## config.mk

```make
export PLATFORM = sky130hd
export DESIGN_NAME = uart_rx_flat
export DESIGN_NICKNAME = d
export VERILOG_FILES = /design/src/rtl/uart_rx_if.sv /design/src/rtl/uart_rx.sv /design/src/flat_wrapper.sv
export SDC_FILE = /design/constraint.sdc
export NUM_CORES = 1
export LEC_CHECK = 0
export ABC_CLOCK_PERIOD_IN_PS = 2700
export CORE_MARGIN = 8
export CORE_UTILIZATION = 57
export DETAILED_ROUTE_END_ITERATION = 10
export PLACE_DENSITY = 0.78
export SYNTH_ARGS = -nofsm -noshare
export SYNTH_HDL_FRONTEND = slang
export SYNTH_SLANG_ARGS = --single-unit
```

## constraint.sdc

```tcl
create_clock -name clk -period 2.7 [get_ports clk]
set_input_delay 0.675 -clock clk [delete_from_list [all_inputs] [get_ports clk]]
set_output_delay 0.675 -clock clk [all_outputs]
set_load 0.005 [all_outputs]
```

## src/rtl/uart_rx_if.sv

```systemverilog
// Serial RX pin plus received-byte/status outputs of uart_rx.
// slave: the receiver; master: the pin driver and byte consumer.
interface uart_rx_if;
  logic       rx;
  logic [7:0] data;
  logic       valid;
  logic       frame_err;
  logic       parity_err;
  logic       busy;

  modport slave  (input rx,  output data, output valid, output frame_err, output parity_err, output busy);
  modport master (output rx, input data,  input valid,  input frame_err,  input parity_err,  input busy);
endinterface

```

## src/rtl/uart_rx.sv

```systemverilog
// Oversampling 8N1 UART receiver with mid-bit sampling, stop-bit check and one-cycle strobes.
// Define UART_RX_PARITY_EN for 8E1 frames with a live parity_err strobe.
module uart_rx #(
  parameter int unsigned freq = 12000000,
  parameter int unsigned baud = 9600,
  parameter int unsigned lim  = freq / baud
) (
  input  logic      clk,
  input  logic      nrst,
  uart_rx_if.slave  bus
);

  localparam int unsigned   CW      = $clog2(lim);
  localparam logic [CW-1:0] HALF_M1 = CW'(lim / 2 - 1);
  localparam logic [CW-1:0] LIM_M1  = CW'(lim - 1);

  typedef enum logic [2:0] {
    IDLE,
    START,
    DATA,
`ifdef UART_RX_PARITY_EN
    PARITY,
`endif
    STOP,
    RECOVER
  } state_e;

  logic          rx_meta_q;
  logic          rx_s;
  state_e        state_q, state_d;
  logic [CW-1:0] cnt_q, cnt_d;
  logic [2:0]    bit_idx_q, bit_idx_d;
  logic [7:0]    shift_q, shift_d;
  logic [7:0]    data_q, data_d;
  logic          valid_q, valid_d;
  logic          ferr_q, ferr_d;
`ifdef UART_RX_PARITY_EN
  logic          perr_q, perr_d;
  logic          par_bad_q, par_bad_d;
`endif

  // Synchronizer flops reset to the idle line level so reset never looks like a start bit.
  always_ff @(posedge clk or negedge nrst) begin
    if (!nrst) begin
      rx_meta_q <= 1'b1;
      rx_s      <= 1'b1;
    end else begin
      rx_meta_q <= bus.rx;
      rx_s      <= rx_meta_q;
    end
  end

  always_ff @(posedge clk or negedge nrst) begin
    if (!nrst) begin
      state_q   <= IDLE;
      cnt_q     <= '0;
      bit_idx_q <= '0;
      shift_q   <= '0;
      data_q    <= '0;
      valid_q   <= 1'b0;
      ferr_q    <= 1'b0;
`ifdef UART_RX_PARITY_EN
      perr_q    <= 1'b0;
      par_bad_q <= 1'b0;
`endif
    end else begin
      state_q   <= state_d;
      cnt_q     <= cnt_d;
      bit_idx_q <= bit_idx_d;
      shift_q   <= shift_d;
      data_q    <= data_d;
      valid_q   <= valid_d;
      ferr_q    <= ferr_d;
`ifdef UART_RX_PARITY_EN
      perr_q    <= perr_d;
      par_bad_q <= par_bad_d;
`endif
    end
  end

  always_comb begin
    state_d   = state_q;
    cnt_d     = cnt_q;
    bit_idx_d = bit_idx_q;
    shift_d   = shift_q;
    data_d    = data_q;
    valid_d   = 1'b0;
    ferr_d    = 1'b0;
`ifdef UART_RX_PARITY_EN
    perr_d    = 1'b0;
    par_bad_d = par_bad_q;
`endif
    case (state_q)
      IDLE: begin
        if (!rx_s) begin
          state_d = START;
          cnt_d   = '0;
        end
      end
      START: begin
        if (cnt_q == HALF_M1) begin
          cnt_d     = '0;
          bit_idx_d = '0;
          state_d   = rx_s ? IDLE : DATA;
        end else begin
          cnt_d = cnt_q + 1'b1;
        end
      end
      DATA: begin
        if (cnt_q == LIM_M1) begin
          cnt_d              = '0;
          shift_d[bit_idx_q] = rx_s;
          if (bit_idx_q == 3'd7) begin
`ifdef UART_RX_PARITY_EN
            state_d = PARITY;
`else
            state_d = STOP;
`endif
          end else begin
            bit_idx_d = bit_idx_q + 1'b1;
          end
        end else begin
          cnt_d = cnt_q + 1'b1;
        end
      end
`ifdef UART_RX_PARITY_EN
      PARITY: begin
        if (cnt_q == LIM_M1) begin
          cnt_d     = '0;
          par_bad_d = rx_s ^ (^shift_q);
          state_d   = STOP;
        end else begin
          cnt_d = cnt_q + 1'b1;
        end
      end
`endif
      STOP: begin
        if (cnt_q == LIM_M1) begin
          cnt_d = '0;
          if (rx_s) begin
            state_d = IDLE;
`ifdef UART_RX_PARITY_EN
            if (par_bad_q) perr_d = 1'b1;
            else
`endif
            begin
              data_d  = shift_q;
              valid_d = 1'b1;
            end
          end else begin
            // A bad stop bit wins over a parity mismatch; only frame_err fires.
            ferr_d  = 1'b1;
            state_d = RECOVER;
          end
        end else begin
          cnt_d = cnt_q + 1'b1;
        end
      end
      RECOVER: begin
        if (rx_s) state_d = IDLE;
      end
      default: state_d = IDLE;
    endcase
  end

  assign bus.data      = data_q;
  assign bus.valid     = valid_q;
  assign bus.frame_err = ferr_q;
  assign bus.busy      = (state_q != IDLE);
`ifdef UART_RX_PARITY_EN
  assign bus.parity_err = perr_q;
`else
  assign bus.parity_err = 1'b0;
`endif

endmodule

```

## src/flat_wrapper.sv

```systemverilog
// flat-port wrapper written by rule: the top's interface ports become plain ports
module uart_rx_flat 
#(
  parameter int unsigned freq = 12000000,
  parameter int unsigned baud = 9600,
  parameter int unsigned lim  = freq / baud
)
  (clk, nrst, bus_rx, bus_data, bus_valid, bus_frame_err, bus_parity_err, bus_busy);
  uart_rx_if bus_i ();
  input  logic clk;
  input  logic nrst;
  input wire logic [$bits(bus_i.rx)-1:0] bus_rx;
  output wire logic [$bits(bus_i.data)-1:0] bus_data;
  output wire logic [$bits(bus_i.valid)-1:0] bus_valid;
  output wire logic [$bits(bus_i.frame_err)-1:0] bus_frame_err;
  output wire logic [$bits(bus_i.parity_err)-1:0] bus_parity_err;
  output wire logic [$bits(bus_i.busy)-1:0] bus_busy;
  assign bus_i.rx = bus_rx;
  assign bus_data = bus_i.data;
  assign bus_valid = bus_i.valid;
  assign bus_frame_err = bus_i.frame_err;
  assign bus_parity_err = bus_i.parity_err;
  assign bus_busy = bus_i.busy;
  uart_rx #(.freq(freq), .baud(baud), .lim(lim)) u_core (.clk(clk), .nrst(nrst), .bus(bus_i));
endmodule
```

==> summary.md <==
| Metric | Value |
|---|---|
| P&R area growth vs syn | 12.6% |
| Startpoint Class | flip-flop |
| TritonRoute pass-1 iters | 4 |
| CORE AREA | 3310 µm² |
| Num ports | 15 |
| Max FO, Critical Path | 11 |
| Die ar. | 5530 µm² |
| H-tree depth | 2 |
| Outcome | finished clean |
| Vias in the first global route | 1356 |
| Total CTS buffers | 5 |
| Cells after Synth | 178 |
| Min Tclk post-route | 2350 ps |
| RSZ-0062 raised after global routing | false |
| Total power | 0.000982 W |
| Initial antenna violation count | 0 |
| CTS root buffer | clkbuf_4 |
| Layout cells sized above 1 | 11.9% |
| Distinct cells, synth | 52 |
| # DRC | 0 |
| Top-area cell type share of the netlist area | 45.1% |
| Post-synth EDFFs | 0 |
| Maximum clock rate | 425 MHz |
| Total GRT Usage | 15.0% |
| Worst-Skew Late Latency | 340 ps |
| Synth area leader | dfrtp_1 |
| Reg power frac | 57.0% |
| Data required time at the worst endpoint | 2030 ps |
| Layout Skew | 6.81 ps |
| Slew margin rel. | 49.6% |
| Largest cells by area after synthesis | dfrtp_1 45%, mux2_1 7.5%, nand2_1 3.3% |
| Nets | 201 |
| Starting DRT DRC Count | 78 |
| Clock share of power | 41.4% |
| Post-synthesis sequential area ratio | 47.8% |
| Pint | 0.000781 W |
| PD cells | 449 nW/µm² |
| Starting Density | 58.6% |
| Routed Antenna Nets | 0 |
| Die width | 74.4 µm |
| Post-Route WL | 3700 µm |
| Pleak | 0.946 nW |
| Clock Pin Slew Worst Setup and Hold Paths | 110 ps |
| CTS Buffer Depth | 2 |
| Post-synth ARST share | 100% |
| CTS tree | yes |
| Post-route setup TNS | 0 ps |
| Global-route wire length before repair | 6430 µm |
| Dpl hpwl | 2680 µm |
| DR WL/cell | 15.4 µm |
| Type of the worst min-delay path | flip-flop to flip-flop |
| Endpoints failing setup | 0 |
| Psw | 0.000201 W |
| Via count | 1448 |
| Post-CTS sizing | 0 |
| Mapped Nets | 186 |
| #FFs+latches synth | 37 |
| Worst Tran Pin Value | 747 ps |
| CP Capture Type | primary output |
| Primary FF master, synth | dfrtp_1 |
| Die Height | 74.4 µm |
| Cts hold-fix bufs | 0 |
| CP Data Arrival Time | 1680 ps |
| Post-synthesis area per instance | 10.9 µm² |
| Netlist Area Pre-Place | 1940 µm² |
| DR vias/cell | 6.03 |
| ANT cells | 0 |
| Grt ovf | 0 |
| Max Slew Vio Count | 0 |
| Combinational power share | 1.6% |
| Switching Share | 20.5% |
| Yosys warning count | 0 |
| Final Hold Viols | 0 |
| Kind of critical path | flip-flop to primary output |
| Sink Count | 37 |
| Buffers on Ports | 13 |
| Maxcap violations | 0 |
| Final worst path period share | 87.1% |
| Largest net degree at the start of global routing | 38 |
| GPL Wtd Cong | 0.868 |
| Setup Buffers After CTS | 0 |
| Row count | 21 |
| Maximum VDD drop | 0.000337 V |
## cells by family (layout without fill, tap and decap cells)
logic type,Yosys count,count (layout),synth area share (%)
AO/OA/AOI/OAI,37,37,13.3
adder cells (fa/ha/maj),5,5,3.22
buffers and inverters,12,28,3.42
flip-flops,37,37,47.8
multiplexers,19,19,10.9
other,1,1,0.193
AND/OR/NAND/NOR,67,67,21.1
## critical path, stage by stage (launching register included)
cell and delay [ps]:
dfrtp_1 490, or3_1 390, clkdlybuf4s50_1 450
## final timing paths
path,end,depth (start not counted),slack [ps],start
setup / recovery,bus_busy,2,350,u_core.state_q[2]
hold / removal,u_core.rx_s,0,360,u_core.rx_meta_q
setup reg to reg,u_core.bus.data[0],4,380,u_core.cnt_q[2]
hold reg to reg,u_core.rx_s,0,360,u_core.rx_meta_q
max in group asynchronous,u_core.rx_meta_q,2,1610,nrst
min in group asynchronous,u_core.shift_q[6],2,740,nrst
## layout make-up
type / count / area (µm²)
flip-flops and latches: 37 / 928
inverters: 5 / 18.8
well taps: 46 / 57.6
repair buffers: 15 / 145
clock inverters: 2 / 37.5
multi-input cells: 129 / 946
clock buffers: 6 / 51.3
fillers: 280 / 1130
## cells in the mapped netlist, types with 3 or more instances
master / n
a21oi_1: 7
and2_1: 4
dfrtp_1: 35
ha_1: 5
inv_1: 5
mux2_1: 13
mux2_2: 4
nand2_1: 17
nand3_1: 4
nand4_1: 9
nor2_1: 5
nor4_1: 4
o211ai_1: 6
o21ai_0: 8
or3_1: 3
## through the flow
step | hold WS [ps] | instances | area [µm²] | utilization, % | worst slack [ps]
3_3_place_gp | 346 | 232 | 2100 | 63.3 | 462
6_report | 364 | 240 | 2180 | 66.0 | 348
4_1_cts | 366 | 240 | 2180 | 66.0 | 326
5_1_grt | 372 | 240 | 2180 | 66.0 | 255
3_5_place_dp | 349 | 232 | 2100 | 63.3 | 393
2_1_floorplan | 345 | 178 | 1940 | - | 616
## layer usage
layer	track usage, %	vias up	part of all wire, %
met5	0	-	0
met4	3.91	0	1.1
met3	4.31	5	4.1
met2	25.3	19	50
met1	18.2	729	45
li1	-	695	-
## power groups by stage
stage | Clock [W] | Sequential, W | Combinational [W]
finish | 0.000407 | 0.000560 | 0.0000154
global route | 0.000440 | 0.000561 | 0.0000186
CTS | 0.000419 | 0.000560 | 0.0000165
detailed placement | 0 | 0.000571 | 0.0000165
global placement | 0 | 0.000570 | 0.0000156
floorplan | 0 | 0.000568 | 0.00000373
## flip-flops by register name, indices dropped and copies added (netlist names)
name and cells:
u_core.rx_meta_q 1, u_core.cnt_q 11, u_core.bit_idx_q 3, u_core.bus.data 8, u_core.rx_s 1, u_core.shift_q 8
u_core.state_q 3, u_core.bus.frame_err 1, u_core.bus.valid 1
## cell usage in the layout (no fill, tap or decap), types with 3 or more instances in the layout
cell and n:
dfrtp_1 35, inv_1 5, and2_1 4, clkdlybuf4s50_1 13, mux2_2 4, ha_1 5, or3_1 3, clkbuf_4 5
nor2_1 5, nand3_1 4, o211ai_1 6, nand2_1 17, o21ai_0 8, nand4_1 9, nor4_1 4, a21oi_1 7
mux2_1 13
(Power assumes the default switching activity.)
